[config.mk]
export PLATFORM = sky130hd
export DESIGN_NAME = fifo_burst_reader
export DESIGN_NICKNAME = d
export VERILOG_FILES = /design/src/rtl/fifo_burst_reader.sv
export SDC_FILE = /design/constraint.sdc
export NUM_CORES = 1
export LEC_CHECK = 0
export ABC_AREA = 1
export BUFFER_PORTS_ARGS = -buffer_cell sky130_fd_sc_hd__buf_2
export CAP_MARGIN = 20
export CORE_ASPECT_RATIO = 1.25
export CORE_MARGIN = 2
export CORE_UTILIZATION = 41
export CTS_BUF_LIST = sky130_fd_sc_hd__clkbuf_4 sky130_fd_sc_hd__clkbuf_8 sky130_fd_sc_hd__clkbuf_16
export DETAILED_ROUTE_END_ITERATION = 12
export GPL_TIMING_DRIVEN = 0
export PLACE_DENSITY = 0.74
export SLEW_MARGIN = 20
export SYNTH_ARGS = -nofsm -noshare
export SYNTH_HDL_FRONTEND = slang
export SYNTH_SLANG_ARGS = --single-unit
[constraint.sdc]
create_clock -name clk -period 3.5 [get_ports clk]
set_clock_uncertainty 0.05 [all_clocks]
set_input_delay 0.175 -clock clk [delete_from_list [all_inputs] [get_ports clk]]
set_output_delay 0.175 -clock clk [all_outputs]
set_load 0.02 [all_outputs]
[src/rtl/fifo_burst_reader.sv]
// fifo_burst_reader
//
// Pop-side consumer for fifo_async, clocked in the pop domain. Waits until the
// FIFO holds at least one full burst and, on request, drains exactly BURST_LEN
// words onto a registered valid/ready stream, flagging the final word with
// out_last. Downstream block-transfer logic relies on never seeing a partial
// block, so a burst is only started once all of its words are already queued.
//
// Ports:
//   clk            pop-domain clock (FIFO pop_clk)
//   rst_n          asynchronous active-low reset
//   fifo_pop       pop strobe to the FIFO
//   fifo_pop_data  FIFO head word (first-word-fall-through)
//   fifo_pop_empty FIFO empty flag
//   fifo_pop_count FIFO occupancy
//   start          burst request, honoured only when idle and burst_ready
//   burst_ready    registered: FIFO held at least BURST_LEN words last cycle
//   busy           burst in progress
//   out_valid      out_data / out_last are valid
//   out_data       output word
//   out_last       final word of the burst
//   out_ready      downstream accepts the current word
//   burst_done     one-cycle pulse the cycle after the last handshake
module fifo_burst_reader #(
  parameter int unsigned DATA_WIDTH = 16,
  parameter int unsigned ADDR_WIDTH = 4,
  parameter int unsigned BURST_LEN  = 8
) (
  input  logic                  clk,
  input  logic                  rst_n,
  output logic                  fifo_pop,
  input  logic [DATA_WIDTH-1:0] fifo_pop_data,
  input  logic                  fifo_pop_empty,
  input  logic [ADDR_WIDTH:0]   fifo_pop_count,
  input  logic                  start,
  output logic                  burst_ready,
  output logic                  busy,
  output logic                  out_valid,
  output logic [DATA_WIDTH-1:0] out_data,
  output logic                  out_last,
  input  logic                  out_ready,
  output logic                  burst_done
);

  localparam int unsigned RemW = $clog2(BURST_LEN + 1);
  localparam int unsigned CntW = ADDR_WIDTH + 1;

  localparam logic [RemW-1:0] RemInit   = RemW'(BURST_LEN);
  localparam logic [RemW-1:0] RemOne    = RemW'(1);
  localparam logic [CntW-1:0] CntThresh = CntW'(BURST_LEN);

  localparam logic [1:0] StIdle  = 2'd0;
  localparam logic [1:0] StBurst = 2'd1;
  localparam logic [1:0] StFlush = 2'd2;

  logic [1:0]            state_q, state_d;
  logic [RemW-1:0]       remaining_q, remaining_d;
  logic                  out_valid_q, out_valid_d;
  logic [DATA_WIDTH-1:0] out_data_q, out_data_d;
  logic                  out_last_q, out_last_d;
  logic                  burst_done_q, burst_done_d;
  logic                  burst_ready_q;

  logic load;
  logic handshake;
  logic pop;

  always_comb begin
    handshake = out_valid_q & out_ready;
    // Output register can take a new word if empty or emptying this cycle.
    load      = ~out_valid_q | handshake;
    // Popping is gated by load, so a stalled consumer never causes an over-read.
    pop       = (state_q == StBurst) & load & ~fifo_pop_empty & (remaining_q != '0);
  end

  always_comb begin
    state_d      = state_q;
    remaining_d  = remaining_q;
    out_valid_d  = out_valid_q;
    out_data_d   = out_data_q;
    out_last_d   = out_last_q;
    burst_done_d = 1'b0;

    if (pop) begin
      out_valid_d = 1'b1;
      out_data_d  = fifo_pop_data;
      out_last_d  = (remaining_q == RemOne);
      remaining_d = remaining_q - RemOne;
    end else if (handshake) begin
      out_valid_d = 1'b0;
      out_last_d  = 1'b0;
    end

    case (state_q)
      StIdle: begin
        if (start && burst_ready_q) begin
          state_d     = StBurst;
          remaining_d = RemInit;
        end
      end
      StBurst: begin
        if ((pop && remaining_q == RemOne) || remaining_q == '0) begin
          state_d = StFlush;
        end
      end
      StFlush: begin
        if (handshake && out_last_q) begin
          state_d      = StIdle;
          burst_done_d = 1'b1;
        end
      end
      default: state_d = StIdle;
    endcase
  end

  always_ff @(posedge clk or negedge rst_n) begin
    if (!rst_n) begin
      state_q       <= StIdle;
      remaining_q   <= '0;
      out_valid_q   <= 1'b0;
      out_data_q    <= '0;
      out_last_q    <= 1'b0;
      burst_done_q  <= 1'b0;
      burst_ready_q <= 1'b0;
    end else begin
      state_q       <= state_d;
      remaining_q   <= remaining_d;
      out_valid_q   <= out_valid_d;
      out_data_q    <= out_data_d;
      out_last_q    <= out_last_d;
      burst_done_q  <= burst_done_d;
      // One cycle stale; safe because only this block drains the FIFO.
      burst_ready_q <= (fifo_pop_count >= CntThresh);
    end
  end

  always_comb begin
    fifo_pop    = pop;
    burst_ready = burst_ready_q;
    busy        = (state_q != StIdle);
    out_valid   = out_valid_q;
    out_data    = out_data_q;
    out_last    = out_last_q;
    burst_done  = burst_done_q;
  end

endmodule

==> key figures <==
Logic synthesis
  – Netlist cell types: 20
  – Seq/Total Area, Yosys: 55.0%
  – Yosys reg bits: 26
  – Cell taking the most area after synthesis: dfrtp_1
  – Synthesis warning total: 0
  – Area contributors post-synth: dfrtp_1 (55%), nand2_1 (19%), ha_1 (3.2%)
  – Post-Syn Nets: 163
  – Most frequent cell after synthesis: nand2_1
  – Cells after synthesis: 134
  – Top cell type's share of synthesized area: between 50% and 60%
  – Top_reg_cell synth: dfrtp_1
  – Post-synth top cells: nand2_1 (61), dfrtp_1 (26), inv_1 (7)
  – Post-synth ARST share: 100%
  – Synth Cell Area: about 1200 um2
  – Post-synth EDFFs: 0
  – Syn_area_per_cell: slightly below 9 um2

Worst setup path
  – Kind of critical path: reg2out
  – Delay-heaviest family, CP: buffers and inverters
  – Critical path endpoint: fifo_pop
  – Worst reg2reg setup slack: 1.98 ns
  – WP data required: between 3 and 4 ns
  – Worst path bufs/invs: 3
  – Worst EP arrival: approximately 1.7 ns
  – CP endpoint kind: output pin
  – CP dominant cell by count: nand2_2
  – Worst r2r path cells: 7
  – R2r endpoint: out_data[11]$_DFFE_PN0P_
  – Worst Path Max Fanout: 10
  – Cell Chain, Critical Path: inv_1, ha_1, nand2_2, nand2_2, nor2_4, buf_6, buf_2
  – Slowest stage delay, CP: 0.40 ns
  – Reg-to-reg startpoint: remaining_q[0]$_DFF_PN0_
  – CP Launch Type: flop
  – Origin of the worst setup path: remaining_q[0]$_DFF_PN0_
  – Worst path depth: 7
  – Slowest cell on crit path: dfrtp_1

Detailed routing
  – Via/cell ratio: between 4 and 5
  – Remaining antenna violation count after routing: 0
  – Remaining DRCs: 0
  – DR iter-0 viols: 23
  – DRT Pass-1 Iters: 4
  – Routed vias: roughly 1100
  – Wirelength per Cell: roughly 11 um
  – Drt total wl: between 2000 and 2500 um

Global route
  – Total global routing track utilization: roughly 16%
  – Met3 usage: roughly 1.9%
  – Initial antenna violation count: 0
  – Met1 usage in global routing: between 10% and 20%
  – GRT Max-Usage Layer: met2
  – Number of global-route vias before repair: approximately 970
  – Grt ovf: 0
  – Global-route wire length before repair: between 4000 and 5000 um
  – Largest net degree at the start of global routing: 27
  – GR met2 Demand/Resource: a little over a quarter

Final layout
  – Layout fillers: roughly 230
  – Syn-to-layout area delta: 36.0%
  – Cell Count, Final, Fillers Out: ~230
  – Finished Cell Area: roughly 1600 um2
  – Antenna diode count: 0
  – Nets: between 200 and 250
  – Layout cell share with drive strength beyond 1: around 33%

Power and ir drop
  – Worst vdd ir: ~350 uV
  – Pwr dens: about 770 nW/um2
  – Total power: around 0.0012 W
  – P_leak: roughly 0.90 nW

Die
  – DIE AREA: 3330 um2
  – Die Ht: roughly 64 um
  – Row cnt: 21
  – Initial Util: ~44%
  – Core area: 2710 um2
  – Top Ports: 48
  – Die width: between 50 and 60 um

Clocking
  – Clk slew on worst S/H paths: roughly 0.13 ns
  – CTS root buf: clkbuf_4
  – TritonCTS buffer count: 3
  – Bufs on Longest Clock Path: 2
  – CTS sink cnt: 26
  – Worst-Skew Late Latency: roughly 0.31 ns
  – Post-CTS setup buffers: 0
  – CTS HTree Levels: 1
  – CTS tree: yes

Timing
  – RSZ-0062 raised after global routing: no
  – Slew Viols, Final: 0
  – Setup TNS: 0 ns
  – Max Fclk: roughly 520 MHz
  – Worst slew margin: 62.7%
  – Final period util: approximately 54%
  – Final hold violation count: 0
  – Actual slew at the worst max-slew pin: around 0.56 ns
  – Min Tclk post-route: 1.91 ns
  – Setup violators final: 0

Place
  – Routability congestion estimate: ~0.81
  – IO buf count: between 40 and 50
  – Detailed Place HPWL: between 1500 and 2000 um
  – Placed insts: about 210
  – Area after DPL: between 1000 and 1500 um2

Worst hold path
  – Worst hold path class: in2reg

Status
  – Outcome: complete, no violations

Job
  – MaxCap Viol Count: 0
## per-layer routing
layer / up-vias / part of all wire (%)
met5: - / 0
met4: 0 / 2.9
met3: 7 / 3.8
met2: 29 / 52
met1: 488 / 42
li1: 536 / -
## timing repair
| item | in CTS | in global routing |
|---|---|---|
| resized for setup | 0 | 0 |
| hold buffers | 12 | 2 |
| endpoints found under the hold margin | 36 | 2 |
## cell usage in the layout, fill, tap and decap left out, types with 5 or more instances in the layout
master / Yosys / layout
dfrtp_1: 26 / 26
nand2_1: 61 / 61
nand3_1: 5 / 5
o21ai_0: 5 / 5
dlygate4sd3_1: 0 / 14
nor2_1: 5 / 5
inv_1: 7 / 7
buf_2: 0 / 44
## report_power, final
| group | internal, W | leakage, nW | switching, W |
|---|---|---|---|
| sequential | 0.000422 | 0.326 | 0.0000751 |
| combinational | 0.000229 | 0.562 | 0.000393 |
| clock | 0.0000403 | 0.0138 | 0.0000800 |
## worst min-delay path, delay by kind of cell
kind	cells	cell delay, ns
AND/OR/NAND/NOR	2	0.09
buffers and inverters	1	0.08
## flip-flops by register name, indices dropped and copies added (netlist names)
signal and cells:
burst_ready 1, state_q 2, burst_done 1, remaining_q 4, out_last 1, out_valid 1, out_data 16
## worst min path at each step
stage                           start  cells after the start  slack [ns]                  endpoint
floorplan                       rst_n                      0       -0.17      burst_done$_DFF_PN0_
global placement                rst_n                      1        0.15   out_data[6]$_DFFE_PN0P_
detailed placement              rst_n                      1        0.16     out_valid$_DFFE_PN0P_
CTS                  fifo_pop_data[4]                      3      0.0003   out_data[4]$_DFFE_PN0P_
global route        fifo_pop_data[11]                      3       0.008  out_data[11]$_DFFE_PN0P_
finish               fifo_pop_data[2]                      3       0.005   out_data[2]$_DFFE_PN0P_
## kinds of logic (layout without fill, tap and decap cells)
group	after synthesis	after routing	synth area share [%]
adders and majority gates	3	3	3.17
AOI/OAI and AO/OA	8	8	4.55
buffers and inverters	12	73	5.71
and+or+nand+nor	84	84	30.8
DFF	26	26	55.0
xor gates and xnor gates	1	1	0.741
## per-stage QoR
step	util, %	worst slack [ns]	hold WS (ns)
finish	59.4	1.59	0.00455
global route	59.4	1.46	0.00804
global placement	53.4	1.98	0.151
floorplan	-	2.13	-0.171
detailed placement	53.4	1.95	0.161
CTS	58.7	1.57	0.000307
## cell type report
cell class / instances / area (um2) / area share [%]
inverters: 9 / 33.8 / 2.10
well taps: 34 / 42.5 / 2.65
multi-input cells: 96 / 464 / 28.9
plain buffers: 3 / 33.8 / 2.10
repair buffers: 58 / 360 / 22.4
flip-flops and latches: 26 / 651 / 40.5
clock buffers: 3 / 22.5 / 1.40
No activity file was read; power rests on OpenSTA's default activity.
